===== config.mk =====
export PLATFORM = sky130hd
export DESIGN_NAME = contador_multicanal_flat
export DESIGN_NICKNAME = d
export VERILOG_FILES = /design/src/rtl/contador_multicanal_if.sv /design/src/rtl/contador_multicanal.sv /design/src/flat_wrapper.sv
export SDC_FILE = /design/constraint.sdc
export NUM_CORES = 1
export LEC_CHECK = 0
export ABC_AREA = 1
export ABC_CLOCK_PERIOD_IN_PS = 3100
export CORE_MARGIN = 3
export CORE_UTILIZATION = 55
export CTS_BUF_LIST = sky130_fd_sc_hd__clkbuf_4 sky130_fd_sc_hd__clkbuf_8
export DETAILED_ROUTE_END_ITERATION = 7
export PLACE_DENSITY_LB_ADDON = 0.08
export SLEW_MARGIN = 10
export SYNTH_ARGS = -nofsm -noshare
export SYNTH_HDL_FRONTEND = slang
export SYNTH_SLANG_ARGS = --single-unit

===== constraint.sdc =====
create_clock -name clk_2 -period 3.1 [get_ports clk_2]
set_input_delay 0.62 -clock clk_2 [delete_from_list [all_inputs] [get_ports clk_2]]
set_output_delay 0.62 -clock clk_2 [all_outputs]
set_load 0.01 [all_outputs]

===== src/rtl/contador_multicanal_if.sv =====
// contador_multicanal_if: switch/display bundle between the board top and the
// counter bank. The master modport is the board side (drives switches) and the
// slave modport is the counter bank.
interface contador_multicanal_if #(
  parameter int NBITS = 8,
  parameter int NCHAN = 4
);
  localparam int SEL_W = (NCHAN > 1) ? $clog2(NCHAN) : 1;

  logic                   en;
  logic [SEL_W-1:0]       chan_sel;
  logic [1:0]             mode;
  logic                   wrap;
  logic [NBITS-1:0]       load_val;
  logic [NBITS-1:0]       count;
  logic [NCHAN*NBITS-1:0] count_all;
  logic [NCHAN-1:0]       tc;
  logic [7:0]             SEG;
  logic [7:0]             LED;

  modport master (
    output en, chan_sel, mode, wrap, load_val,
    input  count, count_all, tc, SEG, LED
  );

  modport slave (
    input  en, chan_sel, mode, wrap, load_val,
    output count, count_all, tc, SEG, LED
  );
endinterface


===== src/rtl/contador_multicanal.sv =====
// contador_multicanal: bank of NCHAN up/down counters sharing one prescaled tick.
// Only the channel addressed by chan_sel is stepped or loaded; the selected
// count drives the 7-segment display and the LEDs.
// Optional build macro CONTADOR_BCD_EN: counters run in packed BCD
// (NBITS a multiple of 4, max = all nines, loaded nibbles above 9 clamp to 9).
module contador_multicanal #(
  parameter int NBITS    = 8,
  parameter int NCHAN    = 4,
  parameter int PRESCALE = 1
) (
  input logic                  clk_2,
  input logic                  reset,
  contador_multicanal_if.slave bus
);

  // The prescaler is kept as a down-counter: PRESCALE-1 remaining cycles right
  // after reset, tick when it reaches zero with en high.
  localparam int              PW      = (PRESCALE > 1) ? $clog2(PRESCALE) : 1;
  localparam logic [PW-1:0]   PRE_TOP = PW'(PRESCALE - 1);

`ifdef CONTADOR_BCD_EN
  localparam logic [NBITS-1:0] MAXV = {(NBITS / 4){4'h9}};
`else
  localparam logic [NBITS-1:0] MAXV = '1;
`endif

  logic [PW-1:0]    presc;
  logic             tick;
  logic [NBITS-1:0] cnt   [NCHAN];
  logic [NBITS-1:0] cnt_d [NCHAN];
  logic [NCHAN-1:0] tc_q;
  logic [NCHAN-1:0] tc_d;

  logic [NBITS-1:0]       sel_cnt;
  logic                   sel_tc;
  logic [NCHAN*NBITS-1:0] all_cnt;
  logic [3:0]             nib;
  logic [6:0]             seg_g2a;

  function automatic logic [NBITS-1:0] step_up(input logic [NBITS-1:0] v);
`ifdef CONTADOR_BCD_EN
    logic [NBITS-1:0] r;
    logic             carry;
    r     = v;
    carry = 1'b1;
    for (int d = 0; d < NBITS / 4; d++) begin
      if (carry) begin
        if (r[d*4 +: 4] >= 4'd9) begin
          r[d*4 +: 4] = 4'd0;
        end else begin
          r[d*4 +: 4] = r[d*4 +: 4] + 4'd1;
          carry       = 1'b0;
        end
      end
    end
    return r;
`else
    return v + NBITS'(1);
`endif
  endfunction

  function automatic logic [NBITS-1:0] step_down(input logic [NBITS-1:0] v);
`ifdef CONTADOR_BCD_EN
    logic [NBITS-1:0] r;
    logic             borrow;
    r      = v;
    borrow = 1'b1;
    for (int d = 0; d < NBITS / 4; d++) begin
      if (borrow) begin
        if (r[d*4 +: 4] == 4'd0) begin
          r[d*4 +: 4] = 4'd9;
        end else begin
          r[d*4 +: 4] = r[d*4 +: 4] - 4'd1;
          borrow      = 1'b0;
        end
      end
    end
    return r;
`else
    return v - NBITS'(1);
`endif
  endfunction

  // BCD loads are sanitised so the counter never holds a non-decimal digit.
  function automatic logic [NBITS-1:0] load_fix(input logic [NBITS-1:0] v);
`ifdef CONTADOR_BCD_EN
    logic [NBITS-1:0] r;
    r = v;
    for (int d = 0; d < NBITS / 4; d++) begin
      if (r[d*4 +: 4] > 4'd9) r[d*4 +: 4] = 4'd9;
    end
    return r;
`else
    return v;
`endif
  endfunction

  function automatic logic [6:0] seg7(input logic [3:0] n);
    logic [6:0] s;
    case (n)
      4'h0:    s = 7'h3F;
      4'h1:    s = 7'h06;
      4'h2:    s = 7'h5B;
      4'h3:    s = 7'h4F;
      4'h4:    s = 7'h66;
      4'h5:    s = 7'h6D;
      4'h6:    s = 7'h7D;
      4'h7:    s = 7'h07;
      4'h8:    s = 7'h7F;
      4'h9:    s = 7'h6F;
      4'hA:    s = 7'h77;
      4'hB:    s = 7'h7C;
      4'hC:    s = 7'h39;
      4'hD:    s = 7'h5E;
      4'hE:    s = 7'h79;
      default: s = 7'h71;
    endcase
    return s;
  endfunction

  assign tick = bus.en && (presc == '0);

  // Next value for the addressed channel; a step that starts at a bound raises tc.
  always_comb begin
    cnt_d = cnt;
    tc_d  = '0;
    for (int i = 0; i < NCHAN; i++) begin
      if (32'(bus.chan_sel) == 32'(i)) begin
        case (bus.mode)
          2'b01: begin
            if (tick) begin
              if (cnt[i] == MAXV) begin
                tc_d[i]  = 1'b1;
                cnt_d[i] = bus.wrap ? '0 : MAXV;
              end else begin
                cnt_d[i] = step_up(cnt[i]);
              end
            end
          end
          2'b10: begin
            if (tick) begin
              if (cnt[i] == '0) begin
                tc_d[i]  = 1'b1;
                cnt_d[i] = bus.wrap ? MAXV : '0;
              end else begin
                cnt_d[i] = step_down(cnt[i]);
              end
            end
          end
          2'b11:   cnt_d[i] = load_fix(bus.load_val);
          default: cnt_d[i] = cnt[i];
        endcase
      end
    end
  end

  // Prescaler, counters and tc register; reset clears everything including a pending tick.
  always_ff @(posedge clk_2 or negedge reset) begin
    if (!reset) begin
      presc <= PRE_TOP;
      tc_q  <= '0;
      for (int i = 0; i < NCHAN; i++) cnt[i] <= '0;
    end else begin
      if (bus.en) presc <= (presc == '0) ? PRE_TOP : presc - PW'(1);
      tc_q <= tc_d;
      for (int i = 0; i < NCHAN; i++) cnt[i] <= cnt_d[i];
    end
  end

  // Output mux; an out-of-range chan_sel matches no channel and shows zero.
  always_comb begin
    sel_cnt = '0;
    sel_tc  = 1'b0;
    all_cnt = '0;
    for (int i = 0; i < NCHAN; i++) begin
      all_cnt[i*NBITS +: NBITS] = cnt[i];
      if (32'(bus.chan_sel) == 32'(i)) begin
        sel_cnt = cnt[i];
        sel_tc  = tc_q[i];
      end
    end
  end

  // Display decode of the low digit; in BCD builds only 0-9 are shown.
  always_comb begin
    nib     = 4'(sel_cnt);
    seg_g2a = seg7(nib);
`ifdef CONTADOR_BCD_EN
    if (nib > 4'd9) seg_g2a = 7'h00;
`endif
  end

  assign bus.count     = sel_cnt;
  assign bus.count_all = all_cnt;
  assign bus.tc        = tc_q;
  assign bus.SEG       = {sel_tc, seg_g2a};
  assign bus.LED       = 8'(sel_cnt);

endmodule


===== src/flat_wrapper.sv =====
// flat-port wrapper written by rule: the top's interface ports become plain ports
module contador_multicanal_flat 
#(
  parameter int NBITS    = 8,
  parameter int NCHAN    = 4,
  parameter int PRESCALE = 1
)
  (clk_2, reset, bus_en, bus_chan_sel, bus_mode, bus_wrap, bus_load_val, bus_count, bus_count_all, bus_tc, bus_SEG, bus_LED);
  contador_multicanal_if #(.NBITS(NBITS), .NCHAN(NCHAN)) bus_i ();
  input logic clk_2;
  input logic reset;
  input wire logic [$bits(bus_i.en)-1:0] bus_en;
  input wire logic [$bits(bus_i.chan_sel)-1:0] bus_chan_sel;
  input wire logic [$bits(bus_i.mode)-1:0] bus_mode;
  input wire logic [$bits(bus_i.wrap)-1:0] bus_wrap;
  input wire logic [$bits(bus_i.load_val)-1:0] bus_load_val;
  output wire logic [$bits(bus_i.count)-1:0] bus_count;
  output wire logic [$bits(bus_i.count_all)-1:0] bus_count_all;
  output wire logic [$bits(bus_i.tc)-1:0] bus_tc;
  output wire logic [$bits(bus_i.SEG)-1:0] bus_SEG;
  output wire logic [$bits(bus_i.LED)-1:0] bus_LED;
  assign bus_i.en = bus_en;
  assign bus_i.chan_sel = bus_chan_sel;
  assign bus_i.mode = bus_mode;
  assign bus_i.wrap = bus_wrap;
  assign bus_i.load_val = bus_load_val;
  assign bus_count = bus_i.count;
  assign bus_count_all = bus_i.count_all;
  assign bus_tc = bus_i.tc;
  assign bus_SEG = bus_i.SEG;
  assign bus_LED = bus_i.LED;
  contador_multicanal #(.NBITS(NBITS), .NCHAN(NCHAN), .PRESCALE(PRESCALE)) u_core (.clk_2(clk_2), .reset(reset), .bus(bus_i));
endmodule

==> results.toml <==
[final_layout]
syn_to_final_growth_pct = 23.75
nNetsFinal = 883
drive_above_1_share_pct = 10.07
mostFrequentLayoutCells = "262 x nand2_1, 99 x inv_1, 96 x nor2_1"
nFillCells = 702
final_common_cell = "nand2_1"
insertedDiodeCount = 0

[die]
die-area_sq_mm = 0.008892
start_util_pct = 57.88
rows = 31
die_x_microns = 94.30
die_height_microns = 94.30
coreArea_sq_mm = 0.007408
ioPinCount = 76

[route]
route.detailed.drc = 0
viasPerCell = 5.484
ant_nets = 0
via_count = 5171
first_iter_violations = 300
first_pass_iters = 7
wl_mm = 14.47
wire_per_inst_microns = 15.34

[timing]
setup_viol_count_final = 0
final_hold_viol_count = 0
period_share_pct = 95.64
fin_skew_ps = 5.540
tightest_slew_ps = 944.2
slew_headroom_pct = 37.05
fmax_ghz = 0.3373
maxSlewViolCount = 0
timing.final.crit_period_ps = 2965
tns_ps = 0

[cts]
cts.sinks = 36
cts.clk_slew.worst_paths_ps = 80
clock-root-buffer = "clkbuf_8"
h-tree-depth = 2
numCtsBuffers = 5
cts_tree = "built"
postCtsHoldBufs = 0
clock_tree.buffer_depth = 2
clock_latency_ps = 290

[run_status]
status = "finished, final reports clean"

[synthesis]
synth_edf_count = 0
synth-xor-area-share_pct = 1.021
yosysSeqAreaShare_pct = 21.01
yosys.area_share.adder_pct = 6.711
synth_area_sq_mm = 0.004288
synth_top_family_by_area = "simple AND/OR/NAND/NOR gates"
muxShareOfSynthArea_pct = 0
synthArstFlopShare_pct = 100.0
ys_ff_latch = 36
synth_fp_nets = 802
synth_cells = 763
yosys_warnings = 0
synth_compound_area_share_pct = 9.892
ys.flop_type = "dfrtp_1"
synthSimpleGateAreaFrac_pct = 47.77
synth.distinct_cells = 33
synth_area_per_cell_sq_um = 5.620

[global_route]
grt_overflow_total = 0
grt_use_total_pct = 33.31
grt_pass1_wl_mm = 23.23
grt_max_degree = 37
antenna_found_initial = 0
top_usage_layer = "met2"
met2_usage_pct = 53.01
use_met1_pct = 45.97
grt_pass1_vias = 4630
met3_usage_pct = 5.208

[worst_setup_path]
crit_path_frequent_cell = "buf_4"
rr_startpoint = "u_core.bus.count_all[24]$_DFFE_PN0P_"
ff2ff_setup_slack_ps = 1100
reg2reg_to = "u_core.bus.count_all[29]$_DFFE_PN0P_"
endpoint_kind = "output pin"
worst-setup-path-type = "in2out"
slowest_delay_ps = 560
cp_cell_sequence = "dlygate4sd2_1 -> buf_4 -> inv_2 -> buf_4 -> nor2_4 -> nand2_1 -> nand4_1 -> clkdlybuf4s50_1"
worst_setup_path_start_kind = "primary input"
crit_slowest_cell = "clkdlybuf4s50_1"
reg2regPathDepth = 10
crit_fanout = 7
crit_required_ps = 2480
arrival_ps = 2340

[place]
gp_congestion = 1.019
dp_hpwl_mm = 10.77
io_buffers = 75

[run]
maxCapViolCount = 0

[min_path]
hp-class = "in2async"

[power_and_ir_drop]
power_leakage_uw = 0.002984
power_density_mw_per_mm2 = 698.9
p_total_uw = 3709
ir_drop_uv = 432.7
==> state kept, by name, indices dropped and copies added (netlist names) <==
signal,cells
u_core.bus.count_all,32
u_core.bus.tc,4
==> worst max-delay path: cells and delay by family <==
family | cells | cell delay, ps
buffers and inverters | 5 | 1370
and+or+nand+nor | 3 | 350
==> layer usage <==
| layer | wire length, microns | vias up |
|---|---|---|
| met5 | 0 | - |
| met4 | 387 | 0 |
| met3 | 1504 | 37 |
| met2 | 6626 | 286 |
| met1 | 5952 | 2318 |
| li1 | - | 2530 |
==> synthesized netlist by cell type, drive strengths merged (3+ instances only) <==
master | instances | area [sq um]
a21oi | 21 | 105.1
buf | 23 | 146.4
clkbuf | 3 | 13.76
dfrtp | 36 | 900.9
ha | 23 | 287.8
inv | 110 | 415.4
nand2 | 275 | 1072
nand3 | 93 | 475.5
nand4 | 7 | 56.30
nor2 | 103 | 409.1
o21ai | 49 | 249.0
o22ai | 4 | 25.02
xor2 | 5 | 43.79
==> stage by stage <==
step	util (%)	cells	setup WS [ps]	hold slack, ps	instance area [sq um]
floorplan	-	763	407.8	324.4	4288
global route	71.63	943	-4.931	528.0	5306
CTS	71.20	941	-24.34	496.0	5275
finish	71.63	943	135.0	448.5	5306
detailed placement	69.68	933	-360.9	583.5	5162
global placement	69.68	933	-275.3	573.4	5162
==> report_power, final <==
group / leakage [uW] / internal [uW] / switching (uW)
Clock: 0.0000503 / 199 / 188
Combinational: 0.00253 / 1010 / 1410
Sequential: 0.000403 / 610 / 295
Total: 0.00298 / 1820 / 1890
==> final cells by class <==
class	count	area, sq um	area share, %
clock buffer	7	96.34	1.816
sequential	36	900.9	16.98
tap	99	123.9	2.334
multi-input combinational	589	2863	53.95
timing repair buffer	100	899.6	16.95
inverter	112	422.9	7.970
==> logic make-up after synthesis <==
family | Yosys count
and+or+nand+nor | 483
DFF | 36
adders and majority gates | 23
xor gates and xnor gates | 5
AOI/OAI and AO/OA | 78
buffers and inverters | 138
==> worst max path at each step <==
stage / start / endpoint / slack [ps] / cells past startpoint
after floorplan: bus_chan_sel[0] / bus_SEG[3] / 410 / 8
after global placement: bus_chan_sel[1] / bus_SEG[3] / -280 / 9
after detailed placement: bus_chan_sel[1] / bus_SEG[6] / -360 / 10
after CTS: bus_chan_sel[0] / bus_SEG[4] / -20 / 13
after global routing: bus_chan_sel[0] / bus_SEG[0] / -5 / 12
final: bus_chan_sel[1] / bus_SEG[7] / 140 / 8
==> what timing repair did <==
item	in CTS	in global routing
endpoints found under the setup margin	17	11
pin swaps	0	3
setup buffers	1	2
cloned	0	0
resized for setup	26	24
hold endpoints to repair	0	0
Power figures use the tool's default switching activity.
